## config.mk

```make
export PLATFORM = sky130hd
export DESIGN_NAME = seed_random_4_card_arbiter
export DESIGN_NICKNAME = d
export VERILOG_FILES = /design/src/rtl/seed_random_4_card_arbiter.sv
export SDC_FILE = /design/constraint.sdc
export NUM_CORES = 1
export LEC_CHECK = 0
export CORE_MARGIN = 2
export CORE_UTILIZATION = 55
export CTS_CLUSTER_DIAMETER = 150
export DETAILED_ROUTE_END_ITERATION = 12
export GPL_TIMING_DRIVEN = 0
export MAX_ROUTING_LAYER = met4
export PLACE_DENSITY = 0.82
export SYNTH_ARGS = -nofsm -noshare
export SYNTH_HDL_FRONTEND = slang
export SYNTH_SLANG_ARGS = --single-unit
```

## constraint.sdc

```tcl
create_clock -name clk_ca_i -period 5.7 [get_ports clk_ca_i]
set_input_delay 1.71 -clock clk_ca_i [delete_from_list [all_inputs] [get_ports clk_ca_i]]
set_output_delay 1.71 -clock clk_ca_i [all_outputs]
set_load 0.1 [all_outputs]
```

## src/rtl/seed_random_4_card_arbiter.sv

```systemverilog
// Card-request arbiter between a player and a dealer: round-robin grant,
// one request strobe to the counter datapath, settle wait, rank capture and delivery.
`default_nettype none

module seed_random_4_card_arbiter #(
  parameter int SETTLE_CYCLES = 2,
  parameter int DECK_SIZE     = 52
) (
  input  logic       clk_ca_i,
  input  logic       rst_ca_i,
  input  logic       player_req_ca_i,
  input  logic       dealer_req_ca_i,
  input  logic       new_round_ca_i,
  input  logic [7:0] next_card_ca_i,
  output logic       req_card_state_ca_o,
  output logic [3:0] player_card_o,
  output logic       player_valid_o,
  output logic [3:0] dealer_card_o,
  output logic       dealer_valid_o,
  output logic       busy_o,
  output logic [5:0] cards_dealt_o,
  output logic       deck_empty_o
);

  localparam logic [3:0] WAIT_LAST  = 4'(SETTLE_CYCLES - 1);
  localparam logic [5:0] DECK_LIMIT = 6'(DECK_SIZE);

  typedef enum logic [2:0] {
    S_IDLE    = 3'd0,
    S_REQ     = 3'd1,
    S_WAIT    = 3'd2,
    S_CAPTURE = 3'd3,
    S_DELIVER = 3'd4
  } state_t;

  state_t     state_q, state_d;
  logic [3:0] wait_cnt_q, wait_cnt_d;
  logic       grant_dealer_q, grant_dealer_d;
  logic       dealer_prio_q, dealer_prio_d;
  logic       round_pend_q, round_pend_d;
  logic       req_card_q, req_card_d;
  logic [3:0] player_card_q, player_card_d;
  logic       player_valid_q, player_valid_d;
  logic [3:0] dealer_card_q, dealer_card_d;
  logic       dealer_valid_q, dealer_valid_d;
  logic       busy_q, busy_d;
  logic [5:0] dealt_q, dealt_d;
  logic       empty_q, empty_d;
  logic [7:0] rank_full;
  logic [3:0] rank;

  always_comb begin
    state_d        = state_q;
    wait_cnt_d     = wait_cnt_q;
    grant_dealer_d = grant_dealer_q;
    dealer_prio_d  = dealer_prio_q;
    round_pend_d   = round_pend_q;
    req_card_d     = 1'b0;
    player_card_d  = player_card_q;
    player_valid_d = 1'b0;
    dealer_card_d  = dealer_card_q;
    dealer_valid_d = 1'b0;
    dealt_d        = dealt_q;
    rank_full      = (next_card_ca_i % 8'd13) + 8'd1;
    rank           = rank_full[3:0];

    case (state_q)
      S_IDLE: begin
        // A pending or fresh new-round pulse takes this IDLE cycle; granting waits a cycle.
        if (new_round_ca_i || round_pend_q) begin
          dealt_d      = 6'd0;
          round_pend_d = 1'b0;
        end else if ((player_req_ca_i || dealer_req_ca_i) && !empty_q) begin
          grant_dealer_d = dealer_req_ca_i && (!player_req_ca_i || dealer_prio_q);
          dealer_prio_d  = !grant_dealer_d;
          req_card_d     = 1'b1;
          state_d        = S_REQ;
        end
      end
      S_REQ: begin
        wait_cnt_d = 4'd0;
        state_d    = S_WAIT;
      end
      S_WAIT: begin
        if (wait_cnt_q == WAIT_LAST) state_d = S_CAPTURE;
        else                         wait_cnt_d = wait_cnt_q + 4'd1;
      end
      S_CAPTURE: begin
        state_d = S_DELIVER;
        if (grant_dealer_q) begin
          dealer_card_d  = rank;
          dealer_valid_d = 1'b1;
        end else begin
          player_card_d  = rank;
          player_valid_d = 1'b1;
        end
      end
      S_DELIVER: begin
        state_d = S_IDLE;
        if (dealt_q != DECK_LIMIT) dealt_d = dealt_q + 6'd1;
      end
      default: state_d = S_IDLE;
    endcase

    if (state_q != S_IDLE && new_round_ca_i) round_pend_d = 1'b1;
    empty_d = (dealt_d == DECK_LIMIT);
    busy_d  = (state_d != S_IDLE);
  end

  always_ff @(posedge clk_ca_i) begin
    if (!rst_ca_i) begin
      state_q        <= S_IDLE;
      wait_cnt_q     <= 4'd0;
      grant_dealer_q <= 1'b0;
      dealer_prio_q  <= 1'b0;
      round_pend_q   <= 1'b0;
      req_card_q     <= 1'b0;
      player_card_q  <= 4'd0;
      player_valid_q <= 1'b0;
      dealer_card_q  <= 4'd0;
      dealer_valid_q <= 1'b0;
      busy_q         <= 1'b0;
      dealt_q        <= 6'd0;
      empty_q        <= 1'b0;
    end else begin
      state_q        <= state_d;
      wait_cnt_q     <= wait_cnt_d;
      grant_dealer_q <= grant_dealer_d;
      dealer_prio_q  <= dealer_prio_d;
      round_pend_q   <= round_pend_d;
      req_card_q     <= req_card_d;
      player_card_q  <= player_card_d;
      player_valid_q <= player_valid_d;
      dealer_card_q  <= dealer_card_d;
      dealer_valid_q <= dealer_valid_d;
      busy_q         <= busy_d;
      dealt_q        <= dealt_d;
      empty_q        <= empty_d;
    end
  end

  assign req_card_state_ca_o = req_card_q;
  assign player_card_o       = player_card_q;
  assign player_valid_o      = player_valid_q;
  assign dealer_card_o       = dealer_card_q;
  assign dealer_valid_o      = dealer_valid_q;
  assign busy_o              = busy_q;
  assign cards_dealt_o       = dealt_q;
  assign deck_empty_o        = empty_q;

endmodule

`default_nettype wire

```

==> metrics <==
status=finished clean; vias per cell=5.97; Crit-path slowest cell=or4b_4; flop and latch count out of synthesis=29; Hold WC Path Type=reg -> reg; hold_buf cts=0; Layout area overhead=23.2%; CTS tree=done; Slowest Stage Delay on Critical Path=0.55 ns; DRC=0; total die area=0.00448 mm2; final core utilization=71.7%; Via Count=2168; Chip Height=66.9 um; global-route wire length before repair=8370 um; Slew Limit Fails=0; Mean Syn Cell Area=7.86 um2; final hold slack=0.503 ns; number of global-route vias before repair=1960; Peak Freq=184 MHz; TritonRoute pass-1 iters=4; Top FF cell, synth=dfxtp_1; Clk pin slew, worst setup/hold paths=0.06 ns; drt wl/cell=13.5 um; Crit path arrival time=5.63 ns; dpl ws=-0.444 ns; Tightest Pin Transition=0.999 ns; die width=66.9 um; fin worst setup slack=0.255 ns; core area=0.00374 mm2; total CTS buffers=5; Yosys warning total=0; Max-slew headroom=33.2%; commonest non-fill, non-tap cell in the layout=nor2_1; Critical Path Most Common Cell=xnor2_1; Crit Path Max Fanout=10; drt total wl=4900 um; Worst VDD drop=132 uV; initial antenna violation count=0; worst skew pair latency=0.28 ns; Async SR Flop Fraction=0%; Mapped Nets=297; Post-Syn Area=0.00218 mm2; crit path time final=5.44 ns; H-tree levels=2; Final Instance Count excl. Fillers=363; register area share after synthesis=26.7%; CP required=5.89 ns; Clock Skew=0.00584 ns; gr ovfl total=0; Initial Util=58.2%; GPL Wtd Cong=0.876; CP Capture Type=flip-flop; # placed instances=354; I/O pin total=32; WS Path Type=in -> reg; crit share post-route=95.5%; # diodes=0; # nets final=334; post-route ant nets=0; Leak=0.988 nW; FP Rows=22; Buffers on Ports=29; Root Driver=clkbuf_8; initial drt markers=76; fraction of layout cells with a size suffix above 1=13.7%; most frequent cells in the layout=33 x nor2_1, 29 x dfxtp_1, 28 x clkdlybuf4s50_1; number of synthesized flops with an enable pin=0; worst-path cell chain=clkdlybuf4s50_1, buf_4, o211a_1, o41ai_2, or4b_4, nand2_1, a21oi_1, a31oi_2, ha_2, nand2b_1, a32oi_2, o22ai_2, a21oi_4, mux2i_1, ha_1, xnor2_1, xnor2_1, a211oi_1; Cell variety after synth=62; CP Launch Type=primary input; pwr/cell area=207 mW/mm2; Synth Instances=277; DP Wirelength=3680 um; # Max-Cap Violations=0; CTS Buffer Depth=2; Hold Vio Cnt, Final=0; RSZ-0062 raised after global routing=no; clk sinks=29; GRT Overall Usage=24.4%; pin count of the biggest net entering global routing=11; count of final setup violators=0
synth_stat cells, types with 2 or more instances:
library cell	instances	area share [%]
nor2_1	34	5.9
dfxtp_1	29	27
a21oi_1	20	4.6
nand2_1	18	3.1
o21ai_0	16	3.7
clkbuf_1	10	1.7
inv_1	10	1.7
nor3b_1	10	3.4
buf_2	8	1.8
ha_1	7	4.0
nand2b_1	7	2.0
a211oi_1	6	2.1
mux2i_1	6	2.8
nand4_1	6	1.7
and2_1	5	1.4
a31oi_1	4	1.1
nand3_1	4	0.92
nor3_1	4	0.92
or2_2	4	1.1
xnor2_1	4	1.6
xor2_1	4	1.6
and3_1	3	0.86
and3b_1	3	1.2
mux2_2	3	1.6
nor4_1	3	0.86
nor4b_1	3	1.2
nor4bb_1	3	1.4
a221o_1	2	0.92
nand3b_1	2	0.69
nor2b_1	2	0.57
o2111a_1	2	1.0
o211a_1	2	0.92
o22ai_1	2	0.57
o41ai_1	2	0.80
or4b_2	2	0.92
critical path: cells and delay by family:
family | cells | cell delay (ns)
multiplexers | 1 | 0.22
XOR/XNOR | 2 | 0.24
AO/OA/AOI/OAI | 8 | 1.62
buffers and inverters | 2 | 0.68
AND/OR/NAND/NOR | 3 | 0.76
adder cells (fa/ha/maj) | 2 | 0.43
state kept, by name, indices dropped and copies added, names as in the netlist:
signal and cells:
player_card_o 4, grant_dealer_q 1, cards_dealt_o 6, player_valid_o 1, state_q 3, deck_empty_o 1, round_pend_q 1, busy_o 1
dealer_valid_o 1, req_card_state_ca_o 1, dealer_card_o 4, wait_cnt_q 4, dealer_prio_q 1
final cells by class:
| cell class | instances | area (um2) |
|---|---|---|
| multi-input combinational | 218 | 1510 |
| inverter | 10 | 37.5 |
| tap | 48 | 60.1 |
| clock inverter | 2 | 10.0 |
| buffer | 20 | 113 |
| timing repair buffer | 30 | 300 |
| sequential | 29 | 581 |
| clock buffer | 6 | 72.6 |
| fill | 326 | 1060 |
logic make-up (layout without fill, tap and decap cells):
group	Yosys count	count (layout)	share of synthesized area, %
buffers and inverters	30	68	5.97
and+or+nand+nor	120	120	31.9
AOI/OAI and AO/OA	73	73	23.3
adders and majority gates	7	7	4.02
DFF	29	29	26.7
muxes	10	10	5.00
xor gates and xnor gates	8	8	3.22
per-stage QoR:
stage | setup TNS [ns] | area [um2] | power [mW]
finish | 0 | 2680 | 0.556
global route | 0 | 2680 | 0.586
CTS | 0 | 2620 | 0.548
detailed placement | -1.70 | 2530 | 0.388
global placement | -1.39 | 2530 | 0.386
floorplan | 0 | 2180 | 0.350
per-layer routing:
layer  up-vias  share of wire [%]  GRT usage [%]
met5         -                  0              -
met4         0                2.0           8.67
met3        10                3.1           3.72
met2        40                 50           43.1
met1      1018                 45           28.0
li1       1100                  -              -
path summary, 6_finish.rpt:
| check | start | to | slack [ns] | depth (start not counted) |
|---|---|---|---|---|
| setup / recovery | next_card_ca_i[2] | player_card_o[2] | 0.26 | 18 |
| hold / removal | player_card_o[1] | player_card_o[1] | 0.50 | 2 |
| setup reg to reg | state_q[1] | deck_empty_o | 3.69 | 8 |
| hold reg to reg | player_card_o[1] | player_card_o[1] | 0.50 | 2 |
report_power, final:
group / switching (mW) / internal [mW]
Combinational: 0.107 / 0.0749
Sequential: 0.00551 / 0.209
Clock: 0.0752 / 0.0843
Total: 0.188 / 0.368
timing repair:
action                                  CTS  global route
hold endpoints to repair                  0             0
gates resized for setup                   3            21
buffers inserted                          0             1
endpoints found under the setup margin    2             6
pin swaps                                 0             3
Note: power is estimated with default switching activity, not from simulation.
